==> config.mk <==
export PLATFORM = sky130hd
export DESIGN_NAME = vote_sampler
export DESIGN_NICKNAME = d
export VERILOG_FILES = /design/src/rtl/vote_sampler.sv
export SDC_FILE = /design/constraint.sdc
export NUM_CORES = 1
export LEC_CHECK = 0
export ABC_CLOCK_PERIOD_IN_PS = 1700
export CAP_MARGIN = 10
export CORE_MARGIN = 2
export CORE_UTILIZATION = 51
export DETAILED_ROUTE_END_ITERATION = 12
export GPL_TIMING_DRIVEN = 0
export PLACE_DENSITY = 0.77
export SLEW_MARGIN = 10
export SYNTH_ARGS = -nofsm -noshare
export SYNTH_HDL_FRONTEND = slang
export SYNTH_SLANG_ARGS = --single-unit
==> constraint.sdc <==
create_clock -name clk -period 1.7 [get_ports clk]
set_clock_uncertainty 0.15 [all_clocks]
set_input_delay 0.34 -clock clk [delete_from_list [all_inputs] [get_ports clk]]
set_output_delay 0.34 -clock clk [all_outputs]
set_load 0.02 [all_outputs]
==> src/rtl/vote_sampler.sv <==
// Samples a serial line N_VOTES times, DIV clocks apart, and offers the packed
// vector to the majority voter over a valid/ready handshake.
module vote_sampler #(
  parameter int N_VOTES = 5,
  parameter int DIV     = 4
) (
  input  logic               clk,
  input  logic               rst_n,
  input  logic               start,
  input  logic               clear,
  input  logic               din,
  output logic [N_VOTES-1:0] votes,
  output logic               votes_valid,
  input  logic               votes_ready,
  output logic               busy,
  output logic [2:0]         sample_idx
);

  localparam int CW = $clog2(DIV) + 1;
  localparam logic [CW-1:0] DIV_LAST = CW'(DIV - 1);
  localparam logic [2:0]    IDX_LAST = 3'(N_VOTES - 1);
  localparam logic [2:0]    IDX_MAX  = 3'(N_VOTES);

  localparam logic [1:0] S_IDLE    = 2'd0;
  localparam logic [1:0] S_COLLECT = 2'd1;
  localparam logic [1:0] S_HOLD    = 2'd2;

  logic [1:0]         state_q, state_d;
  logic [CW-1:0]      div_cnt_q, div_cnt_d;
  logic [2:0]         idx_q, idx_d;
  logic [N_VOTES-1:0] votes_q, votes_d;
  logic               valid_q, valid_d;
  logic               busy_q, busy_d;

  always_comb begin
    state_d   = state_q;
    div_cnt_d = div_cnt_q;
    idx_d     = idx_q;
    votes_d   = votes_q;
    valid_d   = valid_q;
    if (clear) begin
      state_d   = S_IDLE;
      div_cnt_d = '0;
      idx_d     = '0;
      votes_d   = '0;
      valid_d   = 1'b0;
    end else begin
      case (state_q)
        S_IDLE: begin
          if (start) begin
            state_d   = S_COLLECT;
            div_cnt_d = '0;
            idx_d     = '0;
            votes_d   = '0;
          end
        end
        S_COLLECT: begin
          if (div_cnt_q == DIV_LAST) begin
            div_cnt_d = '0;
            for (int k = 0; k < N_VOTES; k++)
              if (idx_q == 3'(k)) votes_d[k] = din;
            // saturate so a stray extra tick can never wrap the index
            if (idx_q != IDX_MAX) idx_d = idx_q + 3'd1;
            if (idx_q == IDX_LAST) begin
              state_d = S_HOLD;
              valid_d = 1'b1;
            end
          end else begin
            div_cnt_d = div_cnt_q + 1'b1;
          end
        end
        S_HOLD: begin
          if (valid_q && votes_ready) begin
            valid_d = 1'b0;
            if (start) begin
              state_d   = S_COLLECT;
              div_cnt_d = '0;
              idx_d     = '0;
              votes_d   = '0;
            end else begin
              state_d = S_IDLE;
            end
          end
        end
        default: state_d = S_IDLE;
      endcase
    end
  end

  assign busy_d = (state_d == S_COLLECT);

  always_ff @(posedge clk or negedge rst_n) begin
    if (!rst_n) begin
      state_q   <= S_IDLE;
      div_cnt_q <= '0;
      idx_q     <= '0;
      votes_q   <= '0;
      valid_q   <= 1'b0;
      busy_q    <= 1'b0;
    end else begin
      state_q   <= state_d;
      div_cnt_q <= div_cnt_d;
      idx_q     <= idx_d;
      votes_q   <= votes_d;
      valid_q   <= valid_d;
      busy_q    <= busy_d;
    end
  end

  assign votes       = votes_q;
  assign votes_valid = valid_q;
  assign busy        = busy_q;
  assign sample_idx  = idx_q;

endmodule

# [Word level (Yosys, flattened, before mapping)]
# Cells that the tools add are included.
[word_totals] register_bits=15 input_bits=6 output_inout_bits=10
[op_classes] mux=33 addsub=2 n_reduce_logical=13 eq_ne=17
[op_table] operator="AND reduction 4 bit" count=7
[op_table] operator="2-to-1 mux 3 bit" count=9
[op_table] operator="inequality test 3 bit (second input constant)" count=9
[op_table] operator="2-to-1 mux 5 bit" count=4
[op_table] operator="one-hot mux 3 bit (3 select lines)" count=2
[op_table] operator="one-hot mux 5 bit (3 select lines)" count=1
[op_table] operator="2-to-1 mux 1 bit" count=10
[op_table] operator="2-to-1 mux 2 bit" count=5
[op_table] operator="equality test 3 x 2 -> 1 bit (second input constant)" count=3
[op_table] operator="adder 3 x 1 -> 3 bit (second input constant)" count=2
[op_table] operator="one-hot mux 2 bit (3 select lines)" count=1
[op_table] operator="equality test 2 x 1 -> 1 bit (second input constant)" count=2
[op_table] operator="nonzero test 4 bit" count=1
[op_table] operator="equality test 3 x 1 -> 1 bit (second input constant)" count=1
[op_table] operator="equality test 3 bit (second input constant)" count=1
[op_table] operator="logical NOT 3 bit" count=1
[op_table] operator="nonzero test 3 bit" count=1
[op_table] operator="equality test 2 bit (second input constant)" count=1
[op_table] operator="logical NOT 2 bit" count=1
[op_table] operator="one-hot mux 1 bit (2 select lines)" count=1
[op_table] operator="AND reduction 2 bit" count=1
[op_table] operator="logical AND 1 bit" count=1

# [Logic depth before layout (Yosys ltp)]
# Gate-level depths: netlist of the first run.
[depth] depth_word=6 ltp_mapped=6 ltp_nobuf=5

# [Least setup slack after synthesis of the first run]
# No wires, ideal clock.
[synth_timing] path_type="reg-to-reg" start="register idx_q[1], in the netlist sample_idx[1]" end="register idx_q[0], in the netlist sample_idx[0]" setup_ns=0.136 setup_slack_ns=0.206 n_path_buf=0 stages_incl_launch_ff=6 period_less_slack_ns=1.494 arrival_time_ns=1.207 cell_sequence="dfrtp_1 -> inv_1 -> ha_1 -> and2_1 -> o211ai_1 -> o211ai_1"
[synth_via] elab_chain_cells=3
[synth_rtl] element="start, declared" line_no="30" source="logic [2:0] idx_q, idx_d;"
[synth_rtl] element="start signal, assigned" line_no="103" source="idx_q <= idx_d;"
[synth_rtl] element="inequality test 3 bit" line_no="63" source="if (idx_q != IDX_MAX) idx_d = idx_q + 3'd1;"
[synth_rtl] element="inequality test 3 bit (no line)"
[synth_rtl] element="AND reduction 4 bit (no line)"
# Every way passes these cells.
# A chain may end at the register's enable or synchronous reset.

# [Worst setup path in the final report of the first run]
[layout_timing] start="register idx_q[0], in the netlist sample_idx[0]" end="output sample_idx[0]"
[layout_rtl] element="end, declared" line_no="16" source="output logic [2:0] sample_idx"
# No word-level cell between the ends.

==> metrics.md, run 1 <==
| Metric | Value |
|---|---|
| Status | `completed` |
| Fin worst setup slack | `108 ps` |
| Routed wire per std cell | `14.5 µm` |
| DR iter-0 viols | `9` |
| CP startpoint kind | `flip-flop` |
| Cell taking the most area after synthesis | `dfrtp_1` |
| Synth Instances | `95` |
| Sequential share of the synthesized area | `40.4%` |
| # IOs | `16` |
| Die X | `46.7 µm` |
| Clock sinks | `15` |
| Clock buffer depth | `2` |
| Yosys Warn Count | `0` |
| Antenna viol nets, final | `0` |
| #FFs+latches synth | `15` |
| Ys async rst share | `100%` |
| Post-Synth XOR/XNOR Area | `0%` |
| Max VDD drop | `0.442 mV` |
| Via count | `809` |
| R2R cell count | `5` |
| Pwr Density | `584 nW/µm²` |
| Biggest cell delay along the critical path | `450 ps` |
| Setup crit end kind | `output port` |
| Relative slew slack | `51.8%` |
| Critical Path AT | `1100 ps` |
| Largest family of logic cells by synthesized area | `simple AND/OR/NAND/NOR gates` |
| Reg clk slew, reported paths | `100 ps` |
| Endpoints failing setup | `0` |
| Post-Syn Area per Cell | `9.79 µm²` |
| Slew @ Worst Pin | `720 ps` |
| Crit-path leading delay family | `flip-flops` |
| GRT Total Usage | `21.1%` |
| Synth top cells by count | `dfrtp_1 (15), o211ai_1 (9), inv_1 (8)` |
| Vias per cell | `5.82` |
| Placement Setup Slack | `-145 ps` |
| DRT Pass-1 Iters | `4` |
| Post-route DRC | `0` |
| Vias in the first global route | `743` |
| Number of max-cap violations | `0` |
| Largest net degree at the start of global routing | `16` |
| Compound-gate portion of the synthesized area | `19.4%` |
| IO Port Bufs | `15` |
| CTS tree | `done` |
| Cts hold-fix bufs | `0` |
| Fraction of synthesized area in multiplexers | `0%` |
| P&R area growth vs syn | `21.1%` |
| Total gr overflow | `0` |
| H-tree Lvls | `1` |
| Fraction of layout cells with a size suffix above 1 | `10.5%` |
| Clk_lat worst skew | `300 ps` |
| Setup Fix Bufs, Post-CTS | `0` |
| Top cells by area, synth | `dfrtp_1 (40%), ha_1 (8.1%), o211ai_1 (7.3%), o31ai_1 (4.8%), nand3_1 (3.8%)` |
| Final Critical Period | `1590 ps` |
| Post-Route WL | `2.01 mm` |
| Num rows | `15` |
| Antenna diodes | `0` |
| Final Max Slew Viols | `0` |
| Crit path max fanout | `6` |
| Mapped cell area | `930 µm²` |
| Synth Area in Adders | `8.08%` |
| RSZ-0062 raised after global routing | `no` |
| Ys flop type | `dfrtp_1` |
| Full die area | `2180 µm²` |
| Pleak | `0.000508 µW` |
| Slowest-stage cell, CP | `dfrtp_1` |
| Crit Path Class | `reg2out` |
| Top-area cell type share of the netlist area | `40.4%` |
| WP depth | `1` |
| Min-Delay Path Class | `in2async` |
| Worst EP required | `1210 ps` |
| Unique cell type count in the Yosys netlist | `30` |
| Total CTS buffers | `3` |
| Period utilisation layout | `93.6%` |
| Die height | `46.7 µm` |
| Final instance area | `1130 µm²` |
| CTS resizes | `10` |
| Core area | `1730 µm²` |
| Fmax | `628 MHz` |
| Post-DP Area | `1110 µm²` |
| Filler cells | `144` |
| Critical-path cell list | `dlygate4sd2_1` |
| Starting Density | `53.8%` |
| Simple-Gate Fraction of Synth Area | `26.5%` |
| EDFF count, synth | `0` |
| Synthesized net count | `107` |
| Gpl congestion | `0.832` |
| Most common cell in the synthesized netlist | `dfrtp_1` |
| Dpl hpwl | `1.43 mm` |
| Number of antenna violations at the first check in global routing | `0` |
| Root Driver | `clkbuf_4` |
| Final hold violations | `0` |
| Net count reported at finish | `127` |
| Worst Path Buf+Inv | `1` |
| First-pass GRT wire length | `3.16 mm` |
-- logic make-up after synthesis --
family                   after synthesis
AND/OR/NAND/NOR                       38
AO/OA/AOI/OAI                         24
flip-flops                            15
buffers and inverters                 12
adder cells (fa/ha/maj)                6
-- where the power goes --
| group | internal (µW) | total, µW | switching (µW) | leakage (µW) |
|---|---|---|---|---|
| logic | 28.1 | 72.7 | 44.7 | 0.000284 |
| registers | 363 | 368 | 4.69 | 0.000207 |
| clock network | 87.9 | 218 | 130 | 0.0000177 |
-- cell usage in the layout (no fill, tap or decap) --
cell,count
nand2_1,7
nor3b_2,1
and2_0,1
inv_1,8
o211ai_1,9
and4_1,1
o21ai_0,1
nor2b_1,4
or3b_4,1
nand2b_1,3
clkbuf_2,1
clkinv_2,1
nand3_1,7
a21boi_4,1
a31oi_1,1
clkdlybuf4s50_1,5
nor2_1,1
nor3_2,1
nand4b_1,1
buf_2,2
o221ai_1,1
nand4bb_1,3
dfrtp_1,15
nand4_1,4
a21oi_1,4
and2_1,1
and2b_1,1
ha_1,6
o31ai_1,6
nand3b_1,1
clkbuf_4,3
o311ai_0,1
dlygate4sd2_1,10
buf_4,1
-- final cells by class --
class	count	area, µm²	share of cell area, %
Buffer	4	22.5	2.00
Clock buffer	3	22.5	2.00
Clock inverter	1	5.00	0.444
Inverter	8	30.0	2.67
Multi-Input combinational cell	68	502	44.6
Sequential cell	15	375	33.3
Tap cell	25	31.3	2.78
Timing Repair Buffer	15	138	12.2
-- layer usage --
layer	vias to the layer above	part of all wire, %	global-route usage [%]
li1	390	-	-
met1	398	49	29.7
met2	16	46	30.6
met3	5	2.8	2.35
met4	0	2.1	13.3
met5	-	0	0
-- flip-flops by register name, indices dropped and copies added (netlist names) --
| signal | flops |
|---|---|
| busy | 1 |
| div_cnt_q | 3 |
| sample_idx | 3 |
| state_q | 2 |
| votes | 5 |
| votes_valid | 1 |
-- per-stage QoR --
stage	TNS (ps)	instances	total power, µW	utilization, %	hold slack (ps)
3_5_place_dp	-1130	135	448	64.3	400
2_1_floorplan	0	95	413	-	-106
6_report	0	139	658	65.2	311
3_3_place_gp	-961	135	447	64.3	386
5_1_grt	0	139	679	65.2	364
4_1_cts	0	139	660	65.2	321
-- path summary, 6_finish.rpt --
kind	startpoint	endpoint	slack, ps
worst max-delay path	sample_idx[0]	sample_idx[0]	110
worst min-delay path	rst_n	div_cnt_q[1]	310
worst max register to register	sample_idx[0]	votes_valid	140
worst min register to register	div_cnt_q[0]	div_cnt_q[0]	420
max in group asynchronous	rst_n	div_cnt_q[0]	640
min in group clk	div_cnt_q[0]	div_cnt_q[0]	420
Note: power is estimated with default switching activity, not from simulation.
==> inputs of run 2 (changes only) <==
--- a/config.mk
+++ b/config.mk
@@ -7,3 +7,3 @@
 export LEC_CHECK = 0
-export ABC_CLOCK_PERIOD_IN_PS = 1700
+export ABC_CLOCK_PERIOD_IN_PS = 1800
 export CAP_MARGIN = 10
==> constraint.sdc (replaced) <==
create_clock -name clk -period 1.8 [get_ports clk]
set_clock_uncertainty 0.15 [all_clocks]
set_input_delay 0.36 -clock clk [delete_from_list [all_inputs] [get_ports clk]]
set_output_delay 0.36 -clock clk [all_outputs]
set_load 0.005 [all_outputs]
==> run 2 against run 1 <==
  * Sequential cell count stayed put
  * Critical path depth stayed put
  * Via count is 0.87% lower
  * Combinational power is 6.1% lower
  * Clock power is 6% lower
  * Worst setup slack worse by 65 ps
  * Hold slack better by 24 ps
  * Highest routed layer unchanged
  * Largest cell class unchanged
  * First-iteration DRC count stayed put
  * Die area stayed put
  * Sequential power is 5.7% lower
  * Wire length is 0.65% higher
  * Global-route usage is 0.16 points higher
==> metrics.md, run 2 (synthesized netlist as in run 1, its figures left out) <==
| Metric | Value |
|---|---|
| Status | `completed` |
| Setup TNS | `0 ps` |
| Fraction of layout cells with a size suffix above 1 | `12.3%` |
| CTS tree | `done` |
| # IOs | `16` |
| Clock share of power | `33.0%` |
| Cts hold-fix bufs | `0` |
| Slowest-stage cell, CP | `clkdlybuf4s50_1` |
| Clock sinks | `15` |
| Critical Path AT | `1250 ps` |
| CTS resizes | `0` |
| Min-Delay Path Class | `in2async` |
| Total CTS buffers | `3` |
| Via count | `802` |
| Gpl congestion | `0.832` |
| Setup crit start | `votes_valid` |
| Number of antenna violations at the first check in global routing | `0` |
| Crit path max fanout | `3` |
| Combinational share of power | `11.0%` |
| First-pass GRT wire length | `3.19 mm` |
| Final instance area | `1140 µm²` |
| Post-DP Area | `1110 µm²` |
| Final Critical Period | `1760 ps` |
| Num rows | `15` |
| DR iter-0 viols | `9` |
| Final Max Slew Viols | `0` |
| Largest register FFs | `5` |
| Commonest non-fill, non-tap cell in the layout | `clkdlybuf4s50_1` |
| Dpl hpwl | `1.43 mm` |
| Post-Route WL | `2.02 mm` |
| Multi-input logic area | `502 µm²` |
| IO Port Bufs | `15` |
| Endpoints failing setup | `0` |
| Crit-path leading delay family | `buffers and inverters` |
| Starting Density | `53.8%` |
| Period utilisation layout | `97.6%` |
| FF/Latch Area | `378 µm²` |
| Worst EP required | `1290 ps` |
| Fmax | `569 MHz` |
| FF-to-FF End | `votes[4]` |
| Max VDD drop | `0.414 mV` |
| Pleak | `0.000458 µW` |
| Setup crit end kind | `output port` |
| Post-route DRC | `0` |
| R2R setup slack | `250 ps` |
| P&R area growth vs syn | `22.7%` |
| Net count reported at finish | `127` |
| Pwr Density | `543 nW/µm²` |
| Clk_lat worst skew | `300 ps` |
| Reg2reg start | `state_q[1]` |
| Full die area | `2180 µm²` |
| Critical-path cell list | `clkdlybuf4s50_1` |
| Sequential power share | `56.0%` |
| Vias in the first global route | `754` |
| Final hold violations | `0` |
| Worst Path Buf+Inv | `1` |
| Total gr overflow | `0` |
| Switching power share of the total | `26.8%` |
| Total power | `620 µW` |
| DRT Pass-1 Iters | `4` |
| Crit Path Class | `reg2out` |
| Vias per cell | `5.77` |
| GRT Total Usage | `21.3%` |
| Clock buffer depth | `2` |
| Biggest cell delay along the critical path | `530 ps` |
| CP startpoint kind | `flip-flop` |
| Routed wire per std cell | `14.6 µm` |
| Slew @ Worst Pin | `722 ps` |
| Die height | `46.7 µm` |
| Internal power | `454 µW` |
| Filler cells | `142` |
| Largest net degree at the start of global routing | `16` |
| H-tree Lvls | `1` |
| Antenna diodes | `0` |
| Setup Fix Bufs, Post-CTS | `0` |
| Switching pwr | `166 µW` |
| R2R cell count | `4` |
| Commonest non-fill, non-tap cells in the layout | `clkdlybuf4s50_1 (15), dfrtp_1 (13), o211ai_1 (9), inv_1 (8)` |
| Reg clk slew, reported paths | `100 ps` |
| Antenna viol nets, final | `0` |
| Root Driver | `clkbuf_4` |
| RSZ-0062 raised after global routing | `no` |
| Relative slew slack | `51.7%` |
| Die X | `46.7 µm` |
| Core area | `1730 µm²` |
| Utilization after layout | `66.1%` |
| Number of max-cap violations | `0` |
## run 2: worst max path at each step
| stage | endpoint | slack, ps | cells past startpoint |
|---|---|---|---|
| 2_1_floorplan | div_cnt_q[2] | 410 | 3 |
| 3_3_place_gp | votes[4] | -60 | 5 |
| 3_5_place_dp | votes[4] | -60 | 5 |
| 4_1_cts | sample_idx[0] | 9 | 1 |
| 5_1_grt | votes_valid | 1 | 1 |
| 6_report | votes_valid | 40 | 1 |
## run 2: per-stage QoR
stage               std cells  hold WS [ps]  setup slack, ps
finish                    139           335             43.6
global route              139           384            0.996
CTS                       139           341             8.57
detailed placement        135           400            -64.5
global placement          135           386            -61.9
floorplan                  95         -85.6              411
## run 2: area by class of cell
| cell class | count | area share (%) |
|---|---|---|
| timing repair buffer | 15 | 13.2 |
| inverter | 8 | 2.63 |
| tap | 25 | 2.74 |
| multi-input combinational | 68 | 44.0 |
| clock buffer | 3 | 1.97 |
| buffer | 4 | 1.97 |
| sequential | 15 | 33.1 |
| clock inverter | 1 | 0.439 |
## run 2: power groups by stage
stage	combinational [µW]	clock, µW	sequential [µW]
after global routing	74.7	217	349
after floorplan	34.3	0	353
after detailed placement	67.1	0	354
final	68.3	204	347
after global placement	66.4	0	354
after CTS	67.1	208	347
## run 2: layer usage
layer  up-vias  track usage [%]  share of wire [%]
li1        390                -                  -
met1       393             30.2                 50
met2        14             30.6                 46
met3         5             2.35                1.9
met4         0             13.3                2.1
met5         -                0                  0
